--- src/rtl/spi_slave_if.sv ---
// Pin-level bundle between an SPI master and one slave endpoint, plus the
// local-side data/handshake signals of the slave.
interface spi_slave_if #(
  parameter int unsigned DATA_WIDTH = 8
);
  logic                  SCLK;
  logic                  CS;
  logic                  MOSI;
  logic                  MISO;
  logic                  misoOe;
  logic [DATA_WIDTH-1:0] slaveDataToSend;
  logic [DATA_WIDTH-1:0] slaveDataReceived;
  logic                  rxValid;
  logic                  busy;

  modport slave (
    input  SCLK,
    input  CS,
    input  MOSI,
    input  slaveDataToSend,
    output MISO,
    output misoOe,
    output slaveDataReceived,
    output rxValid,
    output busy
  );

  modport master (
    output SCLK,
    output CS,
    output MOSI,
    output slaveDataToSend,
    input  MISO,
    input  misoOe,
    input  slaveDataReceived,
    input  rxValid,
    input  busy
  );
endinterface

--- src/rtl/spi_slave.sv ---
// SPI slave endpoint, LSB-first, fully oversampled in the local clock domain.
// SCLK/CS/MOSI are synchronised and edge-detected; MOSI is sampled and MISO
// advanced on SCLK falling edges. A completed byte is published one cycle
// after the final falling edge is acted on, with a single-cycle rxValid.
module spi_slave #(
  parameter int unsigned DATA_WIDTH  = 8,
  parameter int unsigned SYNC_STAGES = 2
) (
  input logic        clk,
  input logic        reset,
  spi_slave_if.slave bus
);

  localparam int unsigned CntW = (DATA_WIDTH > 1) ? $clog2(DATA_WIDTH) : 1;
  localparam logic [CntW-1:0] LastBit = CntW'(DATA_WIDTH - 1);

  typedef enum logic [0:0] {StIdle, StActive} state_e;

  state_e state_q, state_d;

  logic [SYNC_STAGES-1:0] sclk_sync_q, cs_sync_q, mosi_sync_q;
  logic                   sclk_dly_q, cs_dly_q;

  logic [CntW-1:0]       cnt_q, cnt_d;
  logic [DATA_WIDTH-1:0] rx_q, rx_d;
  logic [DATA_WIDTH-1:0] tx_q, tx_d;
  logic                  done_q, done_d;
  logic [DATA_WIDTH-1:0] data_received_q;
  logic                  rx_valid_q;

  logic sclk_s, cs_s, mosi_s;
  logic sclk_fall, cs_fall, cs_rise;

  assign sclk_s = sclk_sync_q[SYNC_STAGES-1];
  assign cs_s   = cs_sync_q[SYNC_STAGES-1];
  assign mosi_s = mosi_sync_q[SYNC_STAGES-1];

  // Rising SCLK edges need no action (MOSI is in transition then), so only
  // the falling edge is decoded.
  assign sclk_fall = ~sclk_s & sclk_dly_q;
  assign cs_fall   = ~cs_s & cs_dly_q;
  assign cs_rise   = cs_s & ~cs_dly_q;

  // Input synchronisers plus one delay stage on SCLK/CS for edge detection;
  // reset to bus idle levels so no spurious edge appears after reset.
  always_ff @(posedge clk or posedge reset) begin
    if (reset) begin
      sclk_sync_q <= '0;
      cs_sync_q   <= '1;
      mosi_sync_q <= '0;
      sclk_dly_q  <= 1'b0;
      cs_dly_q    <= 1'b1;
    end else begin
      sclk_sync_q <= {sclk_sync_q[SYNC_STAGES-2:0], bus.SCLK};
      cs_sync_q   <= {cs_sync_q[SYNC_STAGES-2:0], bus.CS};
      mosi_sync_q <= {mosi_sync_q[SYNC_STAGES-2:0], bus.MOSI};
      sclk_dly_q  <= sclk_s;
      cs_dly_q    <= cs_s;
    end
  end

  // Frame state and shift datapath registers.
  always_ff @(posedge clk or posedge reset) begin
    if (reset) begin
      state_q <= StIdle;
      cnt_q   <= '0;
      rx_q    <= '0;
      tx_q    <= '0;
      done_q  <= 1'b0;
    end else begin
      state_q <= state_d;
      cnt_q   <= cnt_d;
      rx_q    <= rx_d;
      tx_q    <= tx_d;
      done_q  <= done_d;
    end
  end

  // Next-state: CS edges frame the transfer; falling SCLK shifts one bit.
  // In idle only a CS fall is looked at, so a coincident SCLK fall is dropped.
  always_comb begin
    state_d = state_q;
    cnt_d   = cnt_q;
    rx_d    = rx_q;
    tx_d    = tx_q;
    done_d  = 1'b0;
    unique case (state_q)
      StIdle: begin
        if (cs_fall) begin
          state_d = StActive;
          tx_d    = bus.slaveDataToSend;
          rx_d    = '0;
          cnt_d   = '0;
        end
      end
      StActive: begin
        if (cs_rise) begin
          // Partial data is simply abandoned; only a completed byte publishes.
          state_d = StIdle;
          cnt_d   = '0;
        end else if (sclk_fall) begin
          rx_d[cnt_q] = mosi_s;
          if (cnt_q == LastBit) begin
            cnt_d  = '0;
            tx_d   = bus.slaveDataToSend;
            done_d = 1'b1;
          end else begin
            cnt_d = cnt_q + CntW'(1);
            tx_d  = tx_q >> 1;
          end
        end
      end
      default: state_d = StIdle;
    endcase
  end

  // Publish the assembled byte the cycle after the last bit lands.
  always_ff @(posedge clk or posedge reset) begin
    if (reset) begin
      data_received_q <= '0;
      rx_valid_q      <= 1'b0;
    end else begin
      rx_valid_q <= done_q;
      if (done_q) begin
        data_received_q <= rx_q;
      end
    end
  end

  assign bus.MISO              = (state_q == StActive) & tx_q[0];
  assign bus.misoOe            = (state_q == StActive);
  assign bus.busy              = (state_q == StActive);
  assign bus.slaveDataReceived = data_received_q;
  assign bus.rxValid           = rx_valid_q;

endmodule

--- src/flat_wrapper.sv ---
// flat-port wrapper written by rule: the top's interface ports become plain ports
module spi_slave_flat 
#(
  parameter int unsigned DATA_WIDTH  = 8,
  parameter int unsigned SYNC_STAGES = 2
)
  (clk, reset, bus_SCLK, bus_CS, bus_MOSI, bus_slaveDataToSend, bus_MISO, bus_misoOe, bus_slaveDataReceived, bus_rxValid, bus_busy);
  spi_slave_if #(.DATA_WIDTH(DATA_WIDTH)) bus_i ();
  input logic clk;
  input logic reset;
  input wire logic [$bits(bus_i.SCLK)-1:0] bus_SCLK;
  input wire logic [$bits(bus_i.CS)-1:0] bus_CS;
  input wire logic [$bits(bus_i.MOSI)-1:0] bus_MOSI;
  input wire logic [$bits(bus_i.slaveDataToSend)-1:0] bus_slaveDataToSend;
  output wire logic [$bits(bus_i.MISO)-1:0] bus_MISO;
  output wire logic [$bits(bus_i.misoOe)-1:0] bus_misoOe;
  output wire logic [$bits(bus_i.slaveDataReceived)-1:0] bus_slaveDataReceived;
  output wire logic [$bits(bus_i.rxValid)-1:0] bus_rxValid;
  output wire logic [$bits(bus_i.busy)-1:0] bus_busy;
  assign bus_i.SCLK = bus_SCLK;
  assign bus_i.CS = bus_CS;
  assign bus_i.MOSI = bus_MOSI;
  assign bus_i.slaveDataToSend = bus_slaveDataToSend;
  assign bus_MISO = bus_i.MISO;
  assign bus_misoOe = bus_i.misoOe;
  assign bus_slaveDataReceived = bus_i.slaveDataReceived;
  assign bus_rxValid = bus_i.rxValid;
  assign bus_busy = bus_i.busy;
  spi_slave #(.DATA_WIDTH(DATA_WIDTH), .SYNC_STAGES(SYNC_STAGES)) u_core (.clk(clk), .reset(reset), .bus(bus_i));
endmodule
--- config.mk ---
export PLATFORM = sky130hd
export DESIGN_NAME = spi_slave_flat
export DESIGN_NICKNAME = d
export VERILOG_FILES = /design/src/rtl/spi_slave_if.sv /design/src/rtl/spi_slave.sv /design/src/flat_wrapper.sv
export SDC_FILE = /design/constraint.sdc
export NUM_CORES = 1
export LEC_CHECK = 0
export ABC_AREA = 1
export BUFFER_PORTS_ARGS = -buffer_cell sky130_fd_sc_hd__buf_2
export CAP_MARGIN = 10
export CELL_PAD_IN_SITES_DETAIL_PLACEMENT = 1
export CELL_PAD_IN_SITES_GLOBAL_PLACEMENT = 2
export CORE_MARGIN = 2
export CORE_UTILIZATION = 36
export DETAILED_ROUTE_END_ITERATION = 6
export PLACE_DENSITY_LB_ADDON = 0.1
export SLEW_MARGIN = 20
export SYNTH_ARGS = -nofsm -noshare
export SYNTH_HDL_FRONTEND = slang
export SYNTH_SLANG_ARGS = --single-unit
--- constraint.sdc ---
create_clock -name clk -period 4.2 [get_ports clk]
set_input_delay 1.26 -clock clk [delete_from_list [all_inputs] [get_ports clk]]
set_output_delay 1.26 -clock clk [all_outputs]
set_load 0.05 [all_outputs]
== Word level (Yosys, flattened, before mapping) ==
Index checks and enable logic that the tools add are counted.
Widths: inputs -> output; s select.

* Eq/ne operators: 5
* Reductions and logical operators: 3
* Order comparisons: 2
* Multiplexer cells: 24
* Add/sub/neg operators: 1
* Bitwise gates (word level): 8

{| class="wikitable"
|+ Operators by type and width
! cell !! count
|-
| $mux 8 || 7
|-
| $pmux 8 s2 || 2
|-
| $mux 3 || 4
|-
| $bwmux 8 || 1
|-
| $mux 1 || 7
|-
| $pmux 3 s2 || 1
|-
| $and 1x1->1 || 4
|-
| $lt 3x4->1 const B || 1
|-
| $ne 2x2->1 const B || 2
|-
| $not 1->1 || 4
|-
| $add 3x1->3 const B || 1
|-
| $demux 1 s3 || 1
|-
| $eq 3x3->1 const B || 1
|-
| $ge 3x1->1 const B || 1
|-
| $ne 3x3->1 const B || 1
|-
| $reduce_and 3->1 || 1
|-
| $ne 2x1->1 const B || 1
|-
| $pmux 1 s2 || 1
|-
| $reduce_and 2->1 || 1
|-
| $logic_and 1x1->1 || 1
|}

* Bits of input ports: 13
* Word-level logic and storage cells: 55
* Output and inout bits: 12
* Flip-flop bits (word level): 38

== Depth between registers and ports, before layout ==
Gate-level depths: netlist of the first run.

* Depth after elaboration: 8
* Mapped depth: 9
* Mapped depth without buffers: 8

== Least setup slack after synthesis of the first run ==
OpenSTA, ideal clock, no wires.

* Path type: register to output
* Start point: register u_core.state_q, in the netlist u_core.bus.busy
* End point: output port bus_MISO
* Arrival: 1371 ps
* Stages on the path, launching flop included: 4
* Path slack: 1569 ps
* Path buffers: 1
* Required time: 2940 ps
* Cell sequence: dfrtp_1 > buf_2 > nand2_1 > inv_1

* Longest elaborated chain between the ends: 1

{| class="wikitable"
|+ RTL lines
! element !! RTL line !! RTL
|-
| start, declared || spi_slave.sv:19 || <nowiki>state_e state_q, state_d;</nowiki>
|-
| start signal, assigned || spi_slave.sv:65 || <nowiki>state_q <= StIdle;</nowiki>
|-
| start signal, assigned || spi_slave.sv:71 || <nowiki>state_q <= state_d;</nowiki>
|-
| $and 1x1->1 || spi_slave.sv:130 || <nowiki>assign bus.MISO = (state_q == StActive) & tx_q[0];</nowiki>
|-
| end, declared || flat_wrapper.sv:15 || <nowiki>output wire logic [$bits(bus_i.MISO)-1:0] bus_MISO;</nowiki>
|}

No other way between the ends.

== Worst setup path after layout of the first run ==
Same ends and word-level chain as after synthesis.

==> impl_metrics.prom, run 1 <==
# TYPE chip_impl_metric gauge
chip_impl_metric{name="worst_slew_pin_slew",unit="ns"} 0.5425
chip_impl_metric{name="track_usage",unit=""} 0.1455
chip_impl_metric{name="post_cts_resize_count",unit=""} 0
chip_impl_metric{name="synth-async-reset-ratio",unit=""} 1.000
chip_impl_info{name="rsz0062_at_grt",value="false"} 1
chip_impl_metric{name="cap_violations",unit=""} 0
chip_impl_metric{name="yosys_warnings",unit=""} 0
chip_impl_metric{name="post-route-drc-count",unit=""} 0
chip_impl_metric{name="initial_core_util",unit=""} 0.3818
chip_impl_metric{name="postCtsHoldBufs",unit=""} 0
chip_impl_metric{name="ys_seq_area_frac",unit=""} 0.5627
chip_impl_metric{name="cts_made_buffers",unit=""} 5
chip_impl_metric{name="cts_htree_levels",unit=""} 2
chip_impl_metric{name="vdd.ir_drop.worst",unit="V"} 0.0002000
chip_impl_info{name="tritoncts_clock_tree",value="yes"} 1
chip_impl_metric{name="synthesis.nets",unit=""} 205
chip_impl_metric{name="place_hpwl",unit="um"} 2375
chip_impl_info{name="worstSetupStartpointType",value="register"} 1
chip_impl_info{name="worst_hold_startpoint",value="u_core.sclk_sync_q[0]$_DFF_PP0_"} 1
chip_impl_info{name="result_of_the_run",value="finished clean"} 1
chip_impl_metric{name="detail_route.wl_per_cell",unit="um"} 12.33
chip_impl_metric{name="maxSlewViolCount",unit=""} 0
chip_impl_metric{name="cts_setup_buffers",unit=""} 0
chip_impl_info{name="synth.cells.most_frequent",value="61 x nand2_1, 35 x dfrtp_1, 26 x inv_1"} 1
chip_impl_metric{name="clk_path_buf_depth",unit=""} 2
chip_impl_metric{name="met1_usage",unit=""} 0.1671
chip_impl_metric{name="vias_in_the_first_global_route",unit=""} 1315
chip_impl_metric{name="slew-limit-headroom",unit=""} 0.6383
chip_impl_metric{name="drt_first_iter_violations",unit=""} 29
chip_impl_metric{name="grt_antenna_before_repair",unit=""} 0
chip_impl_metric{name="p_per_area",unit="nW/um2"} 454.3
chip_impl_metric{name="drt-total-wl",unit="um"} 3281
chip_impl_metric{name="synthDominantCellAreaShare",unit=""} 0.5162
chip_impl_metric{name="worstSkewPairLatency",unit="ns"} 0.28
chip_impl_info{name="post_synth_main_area_contributors",value="dfrtp_1 52%, nand2_1 13%, nand3_1 6.2%"} 1
chip_impl_info{name="capturing_element_type_of_the_critical_path",value="output pin"} 1
chip_impl_metric{name="worst-path-max-fanout",unit=""} 17
chip_impl_metric{name="grt_first_pass_wirelength",unit="um"} 5906
chip_impl_metric{name="synth_area_per_cell",unit="um2"} 8.930
chip_impl_metric{name="postSynthRegisterBits",unit=""} 38
chip_impl_metric{name="floorplan.die.width",unit="um"} 72.65
chip_impl_metric{name="layout-drive-gt1-share",unit=""} 0.2150
chip_impl_info{name="globalRoute.busiestLayer",value="met2"} 1
chip_impl_metric{name="gp_congestion",unit=""} 0.7932
chip_impl_metric{name="post_dr_vias_cell",unit=""} 4.759
chip_impl_info{name="yosysMostFrequentCell",value="nand2_1"} 1
chip_impl_metric{name="netlist-cell-type-count",unit=""} 17
chip_impl_info{name="worstHoldPathType",value="reg2reg"} 1
chip_impl_info{name="timing.setup.critical_path_class",value="reg2out"} 1
chip_impl_metric{name="critPathArrivalTime",unit="ns"} 1.38
chip_impl_metric{name="timing.final.setup_violations",unit=""} 0
chip_impl_info{name="synth.largest_area_cell",value="dfrtp_1"} 1
chip_impl_metric{name="groute.layer.met2.usage",unit=""} 0.2596
chip_impl_metric{name="timing.final.crit_share",unit=""} 0.6287
chip_impl_metric{name="post_synth_inst_count",unit=""} 190
chip_impl_metric{name="floorplan.die.height",unit="um"} 72.65
chip_impl_metric{name="io_pins",unit=""} 25
chip_impl_metric{name="total_power",unit="uW"} 865.7
chip_impl_metric{name="clock_sink_count",unit=""} 38
chip_impl_metric{name="fmax",unit="GHz"} 0.3787
chip_impl_info{name="reg2reg_from",value="u_core.cnt_q[0]$_DFFE_PP0P_"} 1
chip_impl_metric{name="maximum_number_of_pins_on_one_net_before_global_route_repair",unit=""} 39
chip_impl_metric{name="dp_worst_setup_slack",unit="ns"} 1.833
chip_impl_info{name="most_used_dff_post_synth",value="dfrtp_1"} 1
chip_impl_metric{name="cp.required",unit="ns"} 2.94
chip_impl_metric{name="fin_crit",unit="ns"} 2.641
chip_impl_metric{name="cts.clk_slew.worst_paths",unit="ns"} 0.07
chip_impl_metric{name="hold_ws",unit="ns"} 0.3563
chip_impl_info{name="clock_tree.root_cell",value="clkbuf_8"} 1
chip_impl_metric{name="fp.dieArea",unit="um2"} 5278
chip_impl_metric{name="n_antenna_cell",unit=""} 0
chip_impl_metric{name="portBuffers",unit=""} 24
chip_impl_metric{name="syn-cell-area",unit="um2"} 1697
chip_impl_metric{name="worst_clock_skew",unit="ns"} 0.006801
chip_impl_metric{name="core_area",unit="um2"} 4444
chip_impl_metric{name="timing_hold_violations_final",unit=""} 0
chip_impl_metric{name="ant_nets",unit=""} 0
chip_impl_metric{name="placement.cell_area",unit="um2"} 1829
chip_impl_metric{name="core.rowCount",unit=""} 24
chip_impl_metric{name="global_routing_met3_resource_utilization",unit=""} 0.03729
chip_impl_metric{name="num-nets-final",unit=""} 229
chip_impl_metric{name="vias_after_detailed_routing",unit=""} 1266
chip_impl_metric{name="detailedRoute.firstPassIterationCount",unit=""} 3
chip_impl_metric{name="syn2layout_area_growth",unit="%"} 12.32
chip_impl_metric{name="synth_enable_flop_cells",unit=""} 0
chip_impl_metric{name="grt_overflow",unit=""} 0
chip_impl_info{name="worstSetupStartpoint",value="u_core.bus.busy$_DFF_PP0_"} 1
chip_impl_metric{name="setup_ws_final",unit="ns"} 1.559
chip_impl_metric{name="p_leak",unit="uW"} 0.001086
chip_impl_metric{name="setup_tns",unit="ns"} 0
chip_impl_metric{name="fill_cells",unit=""} 536
chip_impl_metric{name="final_area",unit="um2"} 1906
==> stage by stage <==
stage / cells / utilization
detailed placement: 259 / 0.4116
finish: 266 / 0.4288
floorplan: 190 / -
global route: 266 / 0.4288
global placement: 259 / 0.4116
CTS: 266 / 0.4288
==> cells in the final DEF, fill, tap and decap left out, drive strengths merged <==
master,netlist,routed
nor2,5,5
nand3,22,22
dfstp,3,3
clkbuf,0,7
mux2,8,8
nand2,63,63
inv,27,27
dfrtp,35,35
ha,2,2
buf,8,25
o21ai,16,16
nor3,1,1
==> registers in the layout, summed over array words and instances, names as in the netlist <==
name / count
u_core.bus.rxValid: 1
u_core.bus.busy: 1
u_core.cs_sync_q: 2
u_core.sclk_sync_q: 2
u_core.tx_q: 8
u_core.sclk_dly_q: 1
u_core.done_q: 1
u_core.rx_q: 8
u_core.bus.slaveDataReceived: 8
u_core.cnt_q: 3
u_core.cs_dly_q: 1
u_core.mosi_sync_q: 2
==> final timing paths <==
path	slack [ns]	depth (start not counted)	endpoint
max in group asynchronous	2.76	3	u_core.cs_sync_q[0]$_DFF_PP1_
max reg2reg	2.48	7	u_core.tx_q[2]$_DFFE_PP0P_
min reg2reg	0.36	0	u_core.sclk_sync_q[1]$_DFF_PP0_
max	1.56	3	bus_MISO
min in group asynchronous	1.08	3	u_core.cnt_q[0]$_DFFE_PP0P_
min	0.36	0	u_core.sclk_sync_q[1]$_DFF_PP0_
==> cells by family after synthesis <==
| group | synth area share |
|---|---|
| fa+ha+maj | 0.01475 |
| buf+inv | 0.09512 |
| simple gates | 0.2271 |
| mux | 0.05310 |
| flops | 0.5627 |
| compound gates | 0.04720 |
==> layout make-up <==
type,count,area [um2],area share
Sequential cell,38,954.7,0.5010
Timing Repair Buffer,25,127.6,0.06697
Multi-Input combinational cell,117,580.6,0.3047
Inverter,27,101.3,0.05318
Clock buffer,7,76.32,0.04005
Tap cell,52,65.06,0.03414
==> worst max-delay path, cell delays in order (launching register included) <==
cell,delay [ns]
dfrtp_1,0.69
nand2_1,0.09
inv_1,0.07
buf_2,0.25
==> layer usage <==
layer / wire length (um) / share of wire
met2: 1639 / 0.50
met3: 132 / 0.040
met5: 0 / 0
met4: 41 / 0.012
met1: 1468 / 0.45
==> where the power goes <==
part           switching [uW]  internal [uW]  leakage, uW
combinational             125           57.4     0.000553
sequential               38.3            414     0.000495
clock                     117            114    0.0000383
total                     280            586      0.00109
Power figures use the tool's default switching activity.
==> run 2, diff against run 1 <==
--- a/config.mk
+++ b/config.mk
@@ -11,7 +11,7 @@
 export CELL_PAD_IN_SITES_DETAIL_PLACEMENT = 1
 export CELL_PAD_IN_SITES_GLOBAL_PLACEMENT = 2
 export CORE_MARGIN = 2
-export CORE_UTILIZATION = 36
+export CORE_UTILIZATION = 30
 export DETAILED_ROUTE_END_ITERATION = 6
 export PLACE_DENSITY_LB_ADDON = 0.1
 export SLEW_MARGIN = 20
==> constraint.sdc (replaced) <==
create_clock -name clk -period 2.2 [get_ports clk]
set_input_delay 0.66 -clock clk [delete_from_list [all_inputs] [get_ports clk]]
set_output_delay 0.66 -clock clk [all_outputs]
set_load 0.05 [all_outputs]
==> run 2 against run 1 <==
Effect of this change:
- wire length increased by 1.0%
- largest power group unchanged
- critical path depth unchanged
- clock skew is 0.0046 ns lower
- first-iteration DRC count grew 24%
- sequential power up 91%
- worst setup slack got worse by 1.4 ns
- combinational power is 91% higher
- hold slack lost 0.0035 ns
- flip-flop and latch count unchanged
==> impl_metrics.prom, run 2 (synthesis gave the netlist of run 1 again) <==
# TYPE chip_impl_metric gauge
chip_impl_metric{name="clock_sink_count",unit=""} 38
chip_impl_metric{name="vias_in_the_first_global_route",unit=""} 1296
chip_impl_metric{name="grt_overflow",unit=""} 0
chip_impl_metric{name="floorplan.die.height",unit="um"} 79.20
chip_impl_info{name="worstSetupStartpointType",value="register"} 1
chip_impl_metric{name="timing_hold_violations_final",unit=""} 0
chip_impl_metric{name="drt_first_iter_violations",unit=""} 36
chip_impl_metric{name="post_dr_vias_cell",unit=""} 4.422
chip_impl_metric{name="io_pins",unit=""} 25
chip_impl_metric{name="maxSlewViolCount",unit=""} 0
chip_impl_metric{name="timing.final.crit_share",unit=""} 0.9355
chip_impl_metric{name="n_antenna_cell",unit=""} 0
chip_impl_metric{name="critPathMaxStageDelay",unit="ns"} 0.70
chip_impl_metric{name="fp.dieArea",unit="um2"} 6273
chip_impl_info{name="rsz0062_at_grt",value="false"} 1
chip_impl_metric{name="worst-r2r-cell-count",unit=""} 7
chip_impl_metric{name="drt-total-wl",unit="um"} 3314
chip_impl_metric{name="dp_worst_setup_slack",unit="ns"} 0.4022
chip_impl_metric{name="worst_clock_skew",unit="ns"} 0.002184
chip_impl_metric{name="ant_nets",unit=""} 0
chip_impl_metric{name="p_leak",unit="uW"} 0.001096
chip_impl_info{name="reg2reg_from",value="u_core.cnt_q[0]$_DFFE_PP0P_"} 1
chip_impl_metric{name="worstSkewPairLatency",unit="ns"} 0.28
chip_impl_metric{name="detail_route.wl_per_cell",unit="um"} 11.55
chip_impl_metric{name="setup_ws_final",unit="ns"} 0.1419
chip_impl_metric{name="timing.final.setup_violations",unit=""} 0
chip_impl_metric{name="vdd.ir_drop.worst",unit="V"} 0.0002962
chip_impl_info{name="clock_tree.root_cell",value="clkbuf_8"} 1
chip_impl_metric{name="track_usage",unit=""} 0.1203
chip_impl_metric{name="cp.required",unit="ns"} 1.54
chip_impl_metric{name="post_cts_resize_count",unit=""} 0
chip_impl_metric{name="cts.clk_slew.worst_paths",unit="ns"} 0.07
chip_impl_metric{name="layout-drive-gt1-share",unit=""} 0.2233
chip_impl_metric{name="p_per_area",unit="nW/um2"} 870.1
chip_impl_info{name="tritoncts_clock_tree",value="yes"} 1
chip_impl_metric{name="detailedRoute.firstPassIterationCount",unit=""} 4
chip_impl_metric{name="post-route-drc-count",unit=""} 0
chip_impl_metric{name="place_hpwl",unit="um"} 2400
chip_impl_metric{name="timing.hold.worst_path_depth",unit=""} 0
chip_impl_metric{name="vias_after_detailed_routing",unit=""} 1269
chip_impl_info{name="worstSetupStartpoint",value="u_core.bus.busy$_DFF_PP0_"} 1
chip_impl_metric{name="cts_made_buffers",unit=""} 5
chip_impl_metric{name="worst_slew_pin_slew",unit="ns"} 0.5557
chip_impl_info{name="critPathSlowestCell",value="dfrtp_1"} 1
chip_impl_metric{name="worst-path-max-fanout",unit=""} 17
chip_impl_info{name="worstHoldPathType",value="reg2reg"} 1
chip_impl_metric{name="core_area",unit="um2"} 5473
chip_impl_info{name="worst_hold_startpoint",value="u_core.sclk_sync_q[0]$_DFF_PP0_"} 1
chip_impl_metric{name="grt_antenna_before_repair",unit=""} 0
chip_impl_metric{name="portBuffers",unit=""} 24
chip_impl_metric{name="num-nets-final",unit=""} 229
chip_impl_info{name="capturing_element_type_of_the_critical_path",value="output pin"} 1
chip_impl_info{name="result_of_the_run",value="finished clean"} 1
chip_impl_metric{name="total_power",unit="uW"} 1693
chip_impl_metric{name="cts_htree_levels",unit=""} 2
chip_impl_metric{name="slew-limit-headroom",unit=""} 0.6296
chip_impl_metric{name="cts_setup_buffers",unit=""} 0
chip_impl_info{name="final_common_cell",value="nand2_1"} 1
chip_impl_metric{name="core.rowCount",unit=""} 27
chip_impl_metric{name="gp_congestion",unit=""} 0.7122
chip_impl_metric{name="critPathArrivalTime",unit="ns"} 1.40
chip_impl_metric{name="clk_path_buf_depth",unit=""} 2
chip_impl_metric{name="initial_core_util",unit=""} 0.3100
chip_impl_info{name="layout_common_cells",value="61 x nand2_1, 35 x dfrtp_1, 26 x inv_1"} 1
chip_impl_metric{name="fmax",unit="GHz"} 0.4859
chip_impl_metric{name="postCtsHoldBufs",unit=""} 0
chip_impl_metric{name="fin_crit",unit="ns"} 2.058
chip_impl_info{name="timing.critical_path.cells",value="nand2_1, inv_1, buf_2"} 1
chip_impl_info{name="timing.setup.critical_path_class",value="reg2out"} 1
chip_impl_metric{name="maximum_number_of_pins_on_one_net_before_global_route_repair",unit=""} 39
chip_impl_metric{name="setup_tns",unit="ns"} 0
chip_impl_metric{name="cap_violations",unit=""} 0
chip_impl_metric{name="syn2layout_area_growth",unit="%"} 14.68
chip_impl_metric{name="floorplan.die.width",unit="um"} 79.20
chip_impl_metric{name="grt_first_pass_wirelength",unit="um"} 5837
[run 2: report_power, final]
part	total [uW]	internal (uW)	leakage, uW	switching [uW]
registers	862	790	0.000495	72.1
logic	347	111	0.000553	236
clock network	484	253	0.0000482	231
[run 2: worst paths after layout]
| check | slack [ns] | endpoint |
|---|---|---|
| setup / recovery | 0.14 | bus_MISO |
| hold / removal | 0.35 | u_core.sclk_sync_q[1]$_DFF_PP0_ |
| setup reg to reg | 0.47 | u_core.tx_q[5]$_DFFE_PP0P_ |
| hold reg to reg | 0.35 | u_core.sclk_sync_q[1]$_DFF_PP0_ |
| max in group asynchronous | 1.35 | u_core.cs_sync_q[1]$_DFF_PP1_ |
| min in group asynchronous | 0.48 | u_core.bus.slaveDataReceived[6]$_DFFE_PP0P_ |
[run 2: routing by layer]
metal,global-route usage,up-vias,part of all wire
li1,-,635,-
met1,0.1390,610,0.44
met2,0.2169,22,0.51
met3,0.03182,2,0.037
met4,0.03621,0,0.0057
met5,0,-,0
[run 2: area by class of cell]
class | count | area [um2]
clock buffer | 7 | 86.33
clock inverter | 1 | 5.005
fill | 677 | 3527
inverter | 27 | 101.3
multi-input combinational | 117 | 580.6
sequential | 38 | 954.7
tap | 72 | 90.09
timing repair buffer | 25 | 127.6
[run 2: metrics by stage]
stage | cell area (um2) | cells | util | hold WS [ns]
CTS | 1946 | 287 | 0.3555 | 0.3572
detailed placement | 1854 | 279 | 0.3388 | 0.3394
floorplan | 1697 | 190 | - | 0.3312
finish | 1946 | 287 | 0.3555 | 0.3528
global route | 1946 | 287 | 0.3555 | 0.3585
global placement | 1854 | 279 | 0.3388 | 0.3337
[run 2: critical path, delay by kind of cell (launching register included)]
family        cells  cell delay, ns
buf+inv           2            0.32
simple gates      1            0.10
flops             1            0.70
